File: config.mk
export PLATFORM = sky130hd
export DESIGN_NAME = hilo_div_ctrl
export DESIGN_NICKNAME = d
export VERILOG_FILES = /design/src/rtl/hilo_div_ctrl.sv
export SDC_FILE = /design/constraint.sdc
export NUM_CORES = 1
export LEC_CHECK = 0
export CORE_AREA = 4 4 156 158
export CTS_CLUSTER_SIZE = 12
export DETAILED_ROUTE_END_ITERATION = 16
export DIE_AREA = 0 0 160 162
export PLACE_DENSITY = 0.73
export SLEW_MARGIN = 5
export SYNTH_ARGS = -nofsm -noshare
export SYNTH_HDL_FRONTEND = slang
export SYNTH_SLANG_ARGS = --single-unit
File: constraint.sdc
create_clock -name clk -period 3.6 [get_ports clk]
set_clock_uncertainty 0.05 [all_clocks]
set_input_delay 0.72 -clock clk [delete_from_list [all_inputs] [get_ports clk]]
set_output_delay 0.72 -clock clk [all_outputs]
set_load 0.005 [all_outputs]
File: src/rtl/hilo_div_ctrl.sv
// hilo_div_ctrl: radix-2 restoring DIV/DIVU sequencer driving the HI/LO write port.
// Optional DIV_FASTZERO_EN: divide-by-zero bypasses the RUN iterations.
module hilo_div_ctrl #(
    parameter int WIDTH = 32
) (
    input  logic             clk,
    input  logic             rst,
    input  logic             start_i,
    input  logic             signed_i,
    input  logic [WIDTH-1:0] a_i,
    input  logic [WIDTH-1:0] b_i,
    input  logic             annul_i,
    output logic             stall_o,
    output logic             busy_o,
    output logic             hilo_we_o,
    output logic [WIDTH-1:0] hi_o,
    output logic [WIDTH-1:0] lo_o
);
    localparam int CW = $clog2(WIDTH) + 1;
    typedef enum logic [1:0] {IDLE, RUN, DONE} state_t;
    state_t           state_q, state_d;
    logic [CW-1:0]    cnt_q, cnt_d;
    logic [WIDTH-1:0] rem_q, rem_d, quot_q, quot_d, div_q, div_d, hi_q, hi_d, lo_q, lo_d;
    logic             qs_q, qs_d, rs_q, rs_d, fz_q, fz_d;
    logic             accept;
    logic [WIDTH-1:0] a_mag, b_mag, res_hi, res_lo;
    logic [WIDTH:0]   sh, diff;

    assign a_mag  = (signed_i && a_i[WIDTH-1]) ? -a_i : a_i;
    assign b_mag  = (signed_i && b_i[WIDTH-1]) ? -b_i : b_i;
    assign accept = (state_q == IDLE) && start_i && !annul_i;
    assign sh     = {rem_q, quot_q[WIDTH-1]};
    assign diff   = sh - {1'b0, div_q};
    assign res_lo = qs_q ? -quot_q : quot_q;
    assign res_hi = rs_q ? -rem_q : rem_q;

    assign busy_o    = state_q != IDLE;
    assign stall_o   = accept || (state_q == RUN);
    // fz_q marks the settle cycle of a fast divide-by-zero, which must not write yet
    assign hilo_we_o = (state_q == DONE) && !annul_i && !fz_q;
    assign hi_o      = hilo_we_o ? res_hi : hi_q;
    assign lo_o      = hilo_we_o ? res_lo : lo_q;

    always_comb begin
        state_d = state_q;
        cnt_d   = cnt_q;
        rem_d   = rem_q;
        quot_d  = quot_q;
        div_d   = div_q;
        qs_d    = qs_q;
        rs_d    = rs_q;
        fz_d    = fz_q;
        hi_d    = hi_q;
        lo_d    = lo_q;
        case (state_q)
            IDLE: if (accept) begin
                div_d   = b_mag;
                quot_d  = a_mag;
                rem_d   = '0;
                cnt_d   = '0;
                qs_d    = (a_i[WIDTH-1] ^ b_i[WIDTH-1]) & signed_i;
                rs_d    = a_i[WIDTH-1] & signed_i;
                state_d = RUN;
`ifdef DIV_FASTZERO_EN
                if (b_i == '0) begin
                    quot_d  = '1;
                    rem_d   = a_mag;
                    fz_d    = 1'b1;
                    state_d = DONE;
                end
`endif
            end
            RUN: begin
                rem_d   = diff[WIDTH] ? sh[WIDTH-1:0] : diff[WIDTH-1:0];
                quot_d  = {quot_q[WIDTH-2:0], ~diff[WIDTH]};
                cnt_d   = cnt_q + 1'b1;
                state_d = annul_i ? IDLE : (cnt_q == CW'(WIDTH - 1)) ? DONE : RUN;
            end
            DONE: begin
                fz_d    = 1'b0;
                state_d = (fz_q && !annul_i) ? DONE : IDLE;
                hi_d    = hilo_we_o ? res_hi : hi_q;
                lo_d    = hilo_we_o ? res_lo : lo_q;
            end
            default: state_d = IDLE;
        endcase
    end

    always_ff @(posedge clk) begin
        if (rst) begin
            state_q <= IDLE;
            cnt_q   <= '0;
            rem_q   <= '0;
            quot_q  <= '0;
            div_q   <= '0;
            qs_q    <= 1'b0;
            rs_q    <= 1'b0;
            fz_q    <= 1'b0;
            hi_q    <= '0;
            lo_q    <= '0;
        end else begin
            state_q <= state_d;
            cnt_q   <= cnt_d;
            rem_q   <= rem_d;
            quot_q  <= quot_d;
            div_q   <= div_d;
            qs_q    <= qs_d;
            rs_q    <= rs_d;
            fz_q    <= fz_d;
            hi_q    <= hi_d;
            lo_q    <= lo_d;
        end
    end
endmodule

==> metrics.txt, run 1 <==
Std-Cell Rows=56; design area=0.01441 mm2; worst vdd ir=0.2961 mV; async set-reset flop share out of synthesis=0%; I/O Buffers=135; syn_area_per_cell=7.794 um2; Post-synth EDFFs=0; Yosys top cell by area=dfxtp_1; Max-slew headroom=38.91%; Final Net Count=1718; CP Capture Type=output pin; sequential share of the synthesized area=31.39%; antenna diode count=0; gr ovfl total=0; Sw Pwr=1.485 mW; Leakage=5.869 nW; Clock Power Share=39.1%; PnR worst setup slack=-361.8 ps; CTS tree=done; initial antenna violation count=0; count leader, synth=nand2_1; reg2reg path depth=20; Syn Inst Count=1391; internal power=3.666 mW; main combinational cell family by area after synthesis=compound AO/OA/AOI/OAI gates; Final ANT Viol Nets=0; CP max FO=7; R2R Setup Slk=-210 ps; DRC errors left=0; die height=162 um; fin cells=1913; setup TNS=-4799 ps; RSZ-0062 raised after global routing=true; Synth top cells by count=194 x nand2_1, 170 x dfxtp_1, 115 x o21ai_0; gp weighted congestion=0.9115; Seq pwr share=38.7%; Setup-failing EPs final=23; Peak Freq=252.4 MHz; placed insts=1832; vias=10700; fraction of layout cells with a size suffix above 1=18.42%; Final period util=110.0%; final wirelength=31.18 mm; pwr/cell area=357.5 mW/mm2; final hold vios=0; Iter 0 DRT Violations=918; Setup crit end=hi_o[31]; startpoint types=flop; Combinational Power Share=22.2%; Fillers=1963; synth warn=0; Inserted Clock Buffers=17; crit path DAT=3190 ps; CTS Sinks=170; Compound-Gate Fraction of Synth Area=22.47%; drt first pass iters=5; mux cell area share after synthesis=4.085%; critical path class=flop to output pin; Tightest Pin Transition=916.3 ps; htree depth=4; Root Buffer=clkbuf_16; CTS max path bufs=2; first-pass GRT wire length=49.75 mm; post-synth net total=1498; Final min period=3962 ps; detailed placer's ending HPWL=21.84 mm; largest net degree at the start of global routing=95; Worst setup startpoint=rem_q[12]; vias in the first global route=9933; clk slew on worst S/H paths=70 ps; Simple-Gate Fraction of Synth Area=21.65%; Post-Synth Adder-Cell Area=4.455%; hold_ws=412.7 ps; Synth Flop Type=dfxtp_1; dominant cells by area after synthesis=dfxtp_1 31%, xor2_1 7.1%, nand2_1 6.7%; xor-xnor portion of the synthesized cell area=11.30%; Area after DPL=0.01298 mm2; Worst Hold Class=flop to flop; worst skew pair latency=430 ps; GRT Total Usage=22.88%; hold_buf cts=0; core area=0.02312 mm2; max-cap viol count=0; post-synth top area share=31.39%; fin util=62.32%; Yosys reg bits=170; Die Span X=160 um; reg-to-reg endpoint=hi_q[24]; failing checks=setup timing; Die Area=0.02592 mm2; Via density=5.594; worst reg2reg path startpoint=rem_q[12]; max-slew violations=0; Post-Syn Area=0.01084 mm2; Ports=136; Starting Density=46.89%; Sw Share=28.82%; worst path required time=2830 ps; Layout area overhead=32.90%; drt wl/cell=16.30 um; Distinct cells, synth=71; status=finished, violations left
[routing by layer]
layer	share of wire [%]	GRT usage, %
met5	0	0
met4	1.4	5.632
met3	5.3	3.299
met1	48	32.66
met2	45	36.63
[worst max-delay path, stage by stage (launching register included)]
cell           delay (ps)
dfxtp_2               320
or4_4                 530
or4_4                 500
or2_4                 260
buf_4                 160
o21a_4                230
a21oi_2               130
xnor2_1                80
mux2_2                290
dlygate4sd2_1         270
[worst min path at each step]
| stage | from | endpoint | slack (ps) | depth (start not counted) |
|---|---|---|---|---|
| floorplan | div_q[31] | div_q[31] | 390 | 2 |
| global placement | div_q[31] | div_q[31] | 400 | 2 |
| detailed placement | div_q[31] | div_q[31] | 400 | 2 |
| CTS | div_q[31] | div_q[31] | 410 | 2 |
| global route | lo_q[25] | lo_q[25] | 440 | 2 |
| finish | div_q[31] | div_q[31] | 410 | 2 |
[logic make-up (layout without fill, tap and decap cells)]
| family | count (synthesis) | after routing |
|---|---|---|
| AO/OA/AOI/OAI | 387 | 387 |
| XOR/XNOR | 139 | 139 |
| AND/OR/NAND/NOR | 485 | 485 |
| buffers and inverters | 129 | 361 |
| flip-flops | 170 | 170 |
| adder cells (fa/ha/maj) | 38 | 38 |
| multiplexers | 43 | 43 |
[per-stage QoR]
step	power (mW)	worst slack, ps
3_3_place_gp	3.013	-165.9
2_1_floorplan	2.678	356.5
4_1_cts	5.109	-321.5
3_5_place_dp	3.031	-190.9
5_1_grt	5.365	-490.9
6_report	5.151	-361.8
[power by group through the flow]
stage | Combinational (mW) | Clock, mW | Sequential, mW
after floorplan | 0.660 | 0 | 2.02
after global placement | 0.988 | 0 | 2.02
after detailed placement | 1.00 | 0 | 2.03
after CTS | 1.08 | 2.04 | 1.99
after global routing | 1.25 | 2.12 | 2.00
final | 1.14 | 2.01 | 1.99
[placed cells by master (no fill, tap or decap), types with 7 or more instances in the layout]
master	netlist	layout
nand2_1	194	186
dfxtp_1	170	163
buf_4	1	115
clkdlybuf4s50_1	0	96
a21oi_1	107	95
xor2_1	88	85
nor2_1	86	84
o21ai_0	115	83
nor2b_1	62	61
inv_1	54	52
xnor2_1	50	49
ha_1	37	35
mux2i_1	33	33
a22oi_1	30	30
a211oi_1	29	29
o21ai_1	0	28
buf_6	2	25
or3_1	22	21
nor3_1	19	17
clkbuf_16	0	17
nand2b_1	16	16
nand3_1	19	16
o31ai_1	22	15
buf_2	1	14
a21oi_2	1	12
a21o_1	11	11
clkbuf_2	0	10
a311oi_1	9	9
nor4_1	9	8
o41ai_1	14	8
mux2_4	0	8
o31ai_2	1	7
nand4_1	7	7
o211ai_1	7	7
dlymetal6s2s_1	0	7
dfxtp_2	0	7
[state kept, by name, summed over array words and instances, names as in the netlist]
signal	flops
hi_q	32
quot_q	32
cnt_q	6
lo_q	32
rem_q	32
div_q	32
rs_q	1
state_q	2
qs_q	1
[what timing repair did]
action / 4_1_cts / 5_1_grt
resized for setup: 166 / 85
endpoints found under the setup margin: 41 / 75
setup buffers: 39 / 17
pin swaps: 29 / 43
[cell type report]
class | instances | area, um2 | area share [%]
Multi-Input combinational cell | 1092 | 7383 | 51.24
Sequential cell | 170 | 3412 | 23.68
Timing Repair Buffer | 275 | 2406 | 16.70
Clock buffer | 19 | 452.9 | 3.143
Tap cell | 290 | 362.8 | 2.518
Inverter | 55 | 206.4 | 1.433
Clock inverter | 12 | 185.2 | 1.285
(Power assumes the default switching activity.)
==> run 2, diff against run 1 <==
Settings changed: GPL_TIMING_DRIVEN from default to 0.
==> run 2 against run 1 <==
Against the previous run: the run still ends with setup timing left; critical endpoint is now hi_o[30]; highest routed layer unchanged; via count rose by 0.60%; cell count down 0.73%; non-clock buffer count down 14; largest cell class unchanged; combinational power rose by 4%.
==> metrics.txt, run 2 (synthesis results as in run 1) <==
I/O Buffers=135 (unchanged); antenna diode count=0 (unchanged); commonest non-fill, non-tap cell in the layout=nand2_1 (unchanged); Fillers=1987 (was 1963); crit path DAT=3170 ps (was 3190 ps); first-pass GRT wire length=51.47 mm (was 49.75 mm); Die Area=0.02592 mm2 (unchanged); gr ovfl total=0 (unchanged); clk slew on worst S/H paths=70 ps (about the same); CP Capture Type=output pin (unchanged); pwr/cell area=348.1 mW/mm2 (was 357.5 mW/mm2); CTS Sinks=170 (unchanged); vias=10770 (was 10700); worst reg2reg path startpoint=quot_q[31] (was rem_q[12]); vias in the first global route=10030 (was 9933); PnR worst setup slack=-344.5 ps (was -361.8 ps); core area=0.02312 mm2 (unchanged); DR top layer=met4 (unchanged); min-delay src=div_q[31] (unchanged); Worst Hold End=div_q[31] (unchanged); fin util=61.83% (was 62.32%); CTS max path bufs=2 (unchanged); worst vdd ir=0.2490 mV (was 0.2961 mV); Hold Path Cell Cnt=2 (unchanged); die height=162 um (unchanged); drt first pass iters=5 (unchanged); fraction of layout cells with a size suffix above 1=15.23% (was 18.42%); CP max FO=4 (was 7); Iter 0 DRT Violations=809 (was 918); Setup-failing EPs final=21 (was 23); design area=0.01430 mm2 (was 0.01441 mm2); Final period util=109.6% (was 110.0%); R2R Setup Slk=120 ps (was -210 ps); gp weighted congestion=0.9624 (was 0.9115); setup TNS=-3820 ps (was -4799 ps); initial antenna violation count=0 (unchanged); Leakage=5.608 nW (was 5.869 nW); reg-to-reg endpoint=rem_q[7] (was hi_q[24]); Std-Cell Rows=56 (unchanged); Final Net Count=1704 (was 1718); met2 WL=15.27 mm (was 14.19 mm); Final ANT Viol Nets=0 (unchanged); max-slew violations=0 (unchanged); DRC errors left=0 (unchanged); largest net degree at the start of global routing=17 (was 95); Ports=136 (unchanged); Starting Density=46.89% (unchanged); detailed placer's ending HPWL=24.15 mm (was 21.84 mm); critical path class=flop to output pin (unchanged); final hold vios=0 (unchanged); Area after DPL=0.01256 mm2 (was 0.01298 mm2); Via density=5.669 (was 5.594); CTS tree=done (unchanged); total power=4.976 mW (was 5.151 mW); Layout area overhead=31.86% (was 32.90%); reg2reg path depth=14 (was 20); startpoint types=flop (unchanged); Met3 Wirelength=2.139 mm (was 1.668 mm); htree depth=4 (unchanged); drt wl/cell=17.64 um (was 16.30 um); worst skew pair latency=430 ps (about the same); commonest cells after routing, fill and taps aside=187 x nand2_1, 155 x dfxtp_1, 100 x clkdlybuf4s50_1, 96 x a21oi_1 (was 186 x nand2_1, 163 x dfxtp_1, 115 x buf_4, 96 x clkdlybuf4s50_1, 95 x a21oi_1); final wirelength=33.49 mm (was 31.18 mm); GRT Total Usage=23.93% (was 22.88%); Peak Freq=253.5 MHz (was 252.4 MHz); detailed-route wire length on metal 1=15.60 mm (was 14.89 mm); Worst Hold Class=flop to flop (unchanged); Tightest Pin Transition=858.5 ps (was 916.3 ps); failing checks=setup timing (unchanged); RSZ-0062 raised after global routing=true (unchanged); Root Buffer=clkbuf_16 (unchanged); max-cap viol count=0 (unchanged); Final min period=3945 ps (was 3962 ps); Die Span X=160 um (unchanged); worst path required time=2830 ps (about the same); Max-slew headroom=42.56% (was 38.91%); Inserted Clock Buffers=17 (unchanged); status=finished, violations left (unchanged)
-- run 2: changes by cell type in the layout (fill, tap and decap cells not counted), sizes merged --
cell | previous run | this run
buf | 156 | 88
bufinv | 4 | 1
clkbuf | 29 | 78
clkdlybuf4s15 | 0 | 1
clkdlybuf4s50 | 96 | 100
clkinv | 3 | 5
clkinvlp | 0 | 3
dlygate4sd2 | 6 | 9
dlymetal6s2s | 7 | 4
inv | 60 | 58
-- run 2: metal layers --
layer  GRT usage [%]  vias to the layer above
li1                -                     5312
met1           34.00                     5035
met2           38.38                      382
met3           3.552                       36
met4           6.062                        0
met5               0                        -
-- run 2: layout make-up --
class | count | area [um2] | area share, %
plain buffers | 74 | 334.1 | 2.337
clock buffers | 19 | 442.9 | 3.098
well taps | 290 | 362.8 | 2.538
inverters | 55 | 207.7 | 1.453
multi-input cells | 1092 | 7610 | 53.23
repair buffers | 187 | 1784 | 12.48
flip-flops and latches | 170 | 3440 | 24.06
clock inverters | 12 | 115.1 | 0.8052
-- run 2: through the flow --
stage          setup slack, ps  hold WS (ps)  instances
6_report                -344.5         411.1       1899
5_1_grt                 -382.9         439.5       1899
4_1_cts                 -381.0         412.9       1884
3_5_place_dp            -612.8         403.6       1816
3_3_place_gp            -565.5         396.9       1816
2_1_floorplan            356.5         386.3       1391
-- run 2: worst max path at each step --
stage              start        to  slack [ps]  cells past startpoint
2_1_floorplan   rem_q[9]  hi_o[28]         360                      7
3_3_place_gp     annul_i   hi_o[8]        -570                      8
3_5_place_dp     annul_i   hi_o[8]        -610                      8
4_1_cts        rem_q[10]  hi_o[30]        -380                     11
5_1_grt        rem_q[10]  hi_o[30]        -380                     11
6_report       rem_q[10]  hi_o[30]        -340                     11
-- run 2: power breakdown --
part / switching, mW / internal (mW) / total, mW
logic: 0.656 / 0.528 / 1.18
clock network: 0.814 / 0.975 / 1.79
registers: 0.0697 / 1.93 / 2.00
-- run 2: timing repair --
item,4_1_cts,5_1_grt
cloned,0,1
buffers inserted,37,17
resized for setup,239,81
hold buffers,0,0
endpoints found under the hold margin,0,0
setup endpoints to repair,99,90
pin swaps,39,37
-- run 2: critical path, stage by stage (launching register included) --
cell and delay, ps:
dfxtp_4 340, or4_4 540, or4_4 430, or2_4 270
o41ai_4 250, buf_4 180, buf_6 90, nand2_4 50
a21oi_2 160, xnor2_1 100, o21ai_2 180, buf_2 150
